[src/rtl/opl3_pkg.sv]
// opl3_pkg: shared OPL3 host-bus types, phase encodings and default strobe timing.
package opl3_pkg;
  localparam int HOST_DW = 8;
  localparam int HOST_WR_PULSE_CYCLES = 2;
  localparam int HOST_ADDR_GAP_CYCLES = 4;
  localparam int HOST_DATA_GAP_CYCLES = 4;
  localparam int HOST_RD_PULSE_CYCLES = 2;
  localparam logic HOST_ADDR_PHASE = 1'b0;
  localparam logic HOST_DATA_PHASE = 1'b1;
  typedef struct packed {
    logic               rd;
    logic               bank;
    logic [HOST_DW-1:0] reg_addr;
    logic [HOST_DW-1:0] data;
  } host_cmd_t;
  typedef enum logic [2:0] {
    ST_IDLE, ST_ADDR_STB, ST_ADDR_GAP, ST_DATA_STB, ST_DATA_GAP, ST_RD_STB
  } host_seq_state_t;
endpackage

[src/rtl/host_bus_sequencer.sv]
// host_bus_sequencer: turns write/read commands into timed OPL3 host-bus strobe sequences.
module host_bus_sequencer
  import opl3_pkg::*;
#(
  parameter int DATA_WIDTH      = HOST_DW,
  parameter int WR_PULSE_CYCLES = HOST_WR_PULSE_CYCLES,
  parameter int ADDR_GAP_CYCLES = HOST_ADDR_GAP_CYCLES,
  parameter int DATA_GAP_CYCLES = HOST_DATA_GAP_CYCLES,
  parameter int RD_PULSE_CYCLES = HOST_RD_PULSE_CYCLES
) (
  input  logic                  clk_host,
  input  logic                  reset,
  input  logic                  cmd_valid,
  output logic                  cmd_ready,
  input  logic                  cmd_rd,
  input  logic                  cmd_bank,
  input  logic [DATA_WIDTH-1:0] cmd_reg,
  input  logic [DATA_WIDTH-1:0] cmd_data,
  output logic                  rsp_valid,
  output logic [DATA_WIDTH-1:0] rsp_data,
  output logic                  busy,
  output logic                  cs_n,
  output logic                  rd_n,
  output logic                  wr_n,
  output logic [1:0]            address,
  output logic [DATA_WIDTH-1:0] din,
  input  logic [DATA_WIDTH-1:0] dout
);
  localparam int MAX_AB = WR_PULSE_CYCLES > ADDR_GAP_CYCLES ? WR_PULSE_CYCLES : ADDR_GAP_CYCLES;
  localparam int MAX_CD = DATA_GAP_CYCLES > RD_PULSE_CYCLES ? DATA_GAP_CYCLES : RD_PULSE_CYCLES;
  localparam int CW = $clog2((MAX_AB > MAX_CD ? MAX_AB : MAX_CD) + 1);
  localparam logic [CW-1:0] WR_LD = CW'(WR_PULSE_CYCLES - 1);
  localparam logic [CW-1:0] AG_LD = CW'(ADDR_GAP_CYCLES - 1);
  localparam logic [CW-1:0] DG_LD = CW'(DATA_GAP_CYCLES - 1);
  localparam logic [CW-1:0] RD_LD = CW'(RD_PULSE_CYCLES - 1);

  if (WR_PULSE_CYCLES < 1 || ADDR_GAP_CYCLES < 1 || DATA_GAP_CYCLES < 1 || RD_PULSE_CYCLES < 1) begin : g_bad_timing
    $error("host_bus_sequencer: every pulse and gap length must be >= 1");
  end
  if (DATA_WIDTH != HOST_DW) begin : g_bad_width
    $error("host_bus_sequencer: DATA_WIDTH must match the OPL3 bus width");
  end

  host_seq_state_t       r_state, w_nxt;
  logic [CW-1:0]         r_cnt, w_cnt_nxt, w_load;
  host_cmd_t             r_cmd, w_cmd;
  logic                  w_accept, w_done;
  logic                  r_cs_n, r_rd_n, r_wr_n, r_rsp_valid;
  logic [1:0]            r_address, w_addr_nxt;
  logic [DATA_WIDTH-1:0] r_din, w_din_nxt, r_rsp_data;

  assign cmd_ready = r_state == ST_IDLE && !reset;
  assign w_accept  = cmd_valid && cmd_ready;
  assign w_done    = r_cnt == '0;
  // The command being accepted this cycle drives the first strobe directly; later phases use the latch.
  assign w_cmd     = w_accept ? '{rd: cmd_rd, bank: cmd_bank, reg_addr: cmd_reg, data: cmd_data} : r_cmd;
  assign busy      = r_state != ST_IDLE;
  assign cs_n      = r_cs_n;
  assign rd_n      = r_rd_n;
  assign wr_n      = r_wr_n;
  assign address   = r_address;
  assign din       = r_din;
  assign rsp_valid = r_rsp_valid;
  assign rsp_data  = r_rsp_data;

  always_comb begin
    w_nxt = r_state;
    case (r_state)
      ST_IDLE:                w_nxt = w_accept ? (w_cmd.rd ? ST_RD_STB : ST_ADDR_STB) : ST_IDLE;
      ST_ADDR_STB:            w_nxt = w_done ? ST_ADDR_GAP : ST_ADDR_STB;
      ST_ADDR_GAP:            w_nxt = w_done ? ST_DATA_STB : ST_ADDR_GAP;
      ST_DATA_STB:            w_nxt = w_done ? ST_DATA_GAP : ST_DATA_STB;
      ST_DATA_GAP, ST_RD_STB: w_nxt = w_done ? ST_IDLE : r_state;
      default:                w_nxt = ST_IDLE;
    endcase
    w_load = (w_nxt == ST_ADDR_STB || w_nxt == ST_DATA_STB) ? WR_LD :
             w_nxt == ST_ADDR_GAP ? AG_LD :
             w_nxt == ST_DATA_GAP ? DG_LD :
             w_nxt == ST_RD_STB   ? RD_LD : '0;
    w_cnt_nxt = w_nxt != r_state ? w_load : w_done ? '0 : r_cnt - 1'b1;
    w_addr_nxt = w_nxt == ST_RD_STB   ? 2'b00 :
                 w_nxt == ST_ADDR_STB ? {w_cmd.bank, HOST_ADDR_PHASE} :
                 w_nxt == ST_DATA_STB ? {w_cmd.bank, HOST_DATA_PHASE} : r_address;
    w_din_nxt = w_nxt == ST_ADDR_STB ? w_cmd.reg_addr :
                w_nxt == ST_DATA_STB ? w_cmd.data : r_din;
  end

  always_ff @(posedge clk_host) begin
    if (reset) begin
      r_state <= ST_IDLE;
      r_cnt   <= '0;
    end else begin
      r_state <= w_nxt;
      r_cnt   <= w_cnt_nxt;
    end
  end

  always_ff @(posedge clk_host) begin
    if (reset) begin
      r_cmd       <= '0;
      r_cs_n      <= 1'b1;
      r_rd_n      <= 1'b1;
      r_wr_n      <= 1'b1;
      r_address   <= '0;
      r_din       <= '0;
      r_rsp_valid <= 1'b0;
      r_rsp_data  <= '0;
    end else begin
      r_cmd       <= w_cmd;
      r_cs_n      <= !(w_nxt inside {ST_ADDR_STB, ST_DATA_STB, ST_RD_STB});
      r_wr_n      <= !(w_nxt inside {ST_ADDR_STB, ST_DATA_STB});
      r_rd_n      <= w_nxt != ST_RD_STB;
      r_address   <= w_addr_nxt;
      r_din       <= w_din_nxt;
      r_rsp_valid <= r_state == ST_RD_STB && w_done;
      if (r_state == ST_RD_STB && w_done) r_rsp_data <= dout;
    end
  end
endmodule

[config.mk]
export PLATFORM = sky130hd
export DESIGN_NAME = host_bus_sequencer
export DESIGN_NICKNAME = d
export VERILOG_FILES = /design/src/rtl/opl3_pkg.sv /design/src/rtl/host_bus_sequencer.sv
export SDC_FILE = /design/constraint.sdc
export NUM_CORES = 1
export LEC_CHECK = 0
export BUFFER_PORTS_ARGS = -buffer_cell sky130_fd_sc_hd__buf_4
export CAP_MARGIN = 20
export CORE_ASPECT_RATIO = 1.5
export CORE_MARGIN = 3
export CORE_UTILIZATION = 52
export DETAILED_ROUTE_END_ITERATION = 8
export PLACE_DENSITY = 0.78
export SLEW_MARGIN = 10
export SYNTH_ARGS = -nofsm -noshare
export SYNTH_HDL_FRONTEND = slang
export SYNTH_SLANG_ARGS = --single-unit
[constraint.sdc]
create_clock -name clk_host -period 1.9 [get_ports clk_host]
set_input_delay 0.38 -clock clk_host [delete_from_list [all_inputs] [get_ports clk_host]]
set_output_delay 0.38 -clock clk_host [all_outputs]
set_load 0.03 [all_outputs]
==> reports/metrics.cfg <==
[run_status]
status = complete, no violations

[sta]
slew_viol_final = 0
fin_setup_tns_ps = 0
final-setup-viol-count = 0
max_freq_mhz = 554
slew_headroom_pct = 56.9
fin_skew_ps = 5.57
post-route-period-util_pct = 95.0
hold_viol_final = 0
worst_slack_ps = 94.3
period_needed_ps = 1810
worst_pin_slew_ps = 645
rsz0062_at_grt = false

[clock_tree]
path_clk_slew_ps = 80
hold_buffers = 0
cts_root_buffer = clkbuf_8
clk-insertion-delay-late_ps = 300
numCtsBuffers = 5
cts_sinks = 45
tritoncts = done
clockBufferDepth = 2
h-tree-depth = 2

[place]
port_buffers = 52
place.gp.congestion = 0.847
place_ws_ps = 84.5
place_inst = 337
dp_hpwl_um = 3880

[grt]
track_usage_pct = 22.8
grt_pass1_vias = 1937
grt_pass1_wl_um = 8670
grt-ovfl-total = 0
grt_max_degree = 24
antenna_found_initial = 0

[critical_path]
r2r-start = r_state[0]$_SDFF_PP0_
endpoint_kind = primary output
crit_type = reg2out
required_ps = 1520
cp.arrival_ps = 1430
startpoint = r_state[1]$_SDFF_PP0_
cp_max_fo = 10
cp-start-kind = flip-flop

[detailed_routing]
viasPerCell = 5.71
wl_per_cell_um = 15.1
ant_nets = 0
num_vias = 1964
wirelength_um = 5200
dr.pass1.iters = 4
drt_iter0_drc = 108
drcViolationCount = 0

[layout]
final_core_util_pct = 67.0
syn_to_final_growth_pct = 23.7
final_cells = 344
final_net_count = 329
drive_gt1_share_pct = 27.8
antenna_cells = 0

[floorplan]
ios = 53
die_w_um = 58.4
initial_core_util_pct = 54.1
die_h_um = 84.6
rows = 28
coreArea_um2 = 3960
dieArea_um2 = 4940

[power_and_ir_drop]
total_power_w = 0.00340
power_density_nw_per_um2 = 1280
ir_drop_uv = 748
p_leak_nw = 1.20

[run]
maxCapViolCount = 0

[logic_synthesis]
synthCells = 250
syn_avg_cell_area_um2 = 8.57
synth_top_area_share_pct = 42.0
synth-async-reset-ratio_pct = 0
ys_types = 42
synth_edf_count = 0
syn-num-nets = 279
synthTopCellsByArea = dfxtp_1 42%, a21oi_1 11%, nand2_1 8.9%
yosys_warnings = 0
ys_ff_latch = 45
yosys.area.top_type = dfxtp_1
ys.flop_type = dfxtp_1
yosysSeqAreaShare_pct = 42.0
netlist_area_um2 = 2140

[hold_path]
hp-class = in2reg
min_from = cmd_data[6]

## timing repair
| item | CTS | global route |
|---|---|---|
| setup endpoints to repair | 0 | 6 |
| gates resized for setup | 0 | 4 |
| setup buffers | 0 | 1 |
## logic make-up (layout without fill, tap and decap cells)
family,Yosys count,after routing,share of synthesized area (%)
simple gates,86,86,20.7
flops,45,45,42.0
buf+inv,26,75,6.42
mux,9,9,4.44
compound gates,84,84,26.4
## final timing paths
check / end / slack, ps / cells past startpoint
max: cmd_ready / 90 / 4
min: r_cmd[6]$_SDFF_PP0_ / 320 / 3
max reg2reg: din[3]$_SDFFE_PP0P_ / 210 / 4
min reg2reg: rsp_data[2]$_SDFFE_PP0P_ / 450 / 2
## per-layer routing
layer  part of all wire, %  global-route usage [%]  up-vias
li1                      -                       -      982
met1                    36                    23.6      928
met2                    58                    43.0       45
met3                   4.3                    4.00        9
met4                   1.9                    9.49        0
met5                     0                       0        -
## synthesized netlist by cell type, drive strengths merged (2+ instances only)
cell type	instances
nand2	52
a21oi	46
dfxtp	45
buf	17
nand3	11
a41o	8
mux2i	8
o211a	8
o21a	8
nor2	7
clkbuf	5
inv	4
and2	3
nor2b	3
nor4b	3
a21o	2
nand2b	2
o21ai	2
o31a	2
o31ai	2
## placed cells by master, fill, tap and decap left out, types with 2 or more instances in the layout
cell type,n
o211a_1,8
o31a_1,2
mux2i_1,8
nand2b_1,2
nor2_1,5
a41o_1,8
o21a_1,8
clkbuf_8,5
dfxtp_2,3
nor2b_1,3
nand3_1,11
a21o_1,2
inv_1,3
and2_1,3
nand2_1,51
a21oi_1,46
buf_4,65
nor4b_4,2
dfxtp_1,42
## area by class of cell
cell class	count	area (um^2)
Fill cell	353	1310
Multi-Input combinational cell	179	1110
Sequential cell	45	905
Timing Repair Buffer	65	488
Clock buffer	5	68.8
Tap cell	45	56.3
Inverter	4	15.0
Clock inverter	1	5.00
## where the power goes
part	switching (W)	internal (W)
registers	0.000153	0.00110
clock network	0.000305	0.000242
logic	0.000940	0.000662
## critical path, cell delays in order, from the launching register on
cell	delay (ps)
dfxtp_2	380
nor3_4	350
inv_2	120
nor2_1	110
buf_4	170
## flip-flops by register name, summed over array words and instances (netlist names), 2 cells and up
register,flops
address,2
din,8
r_cmd,17
r_cnt,3
r_state,3
rsp_data,8
## per-stage QoR
stage / hold WS [ps] / instance area [um^2]
final: 321 / 2650
after global routing: 334 / 2650
after CTS: 316 / 2630
after detailed placement: 448 / 2560
after global placement: 443 / 2560
after floorplan: 436 / 2140
Note: power is estimated with default switching activity, not from simulation.
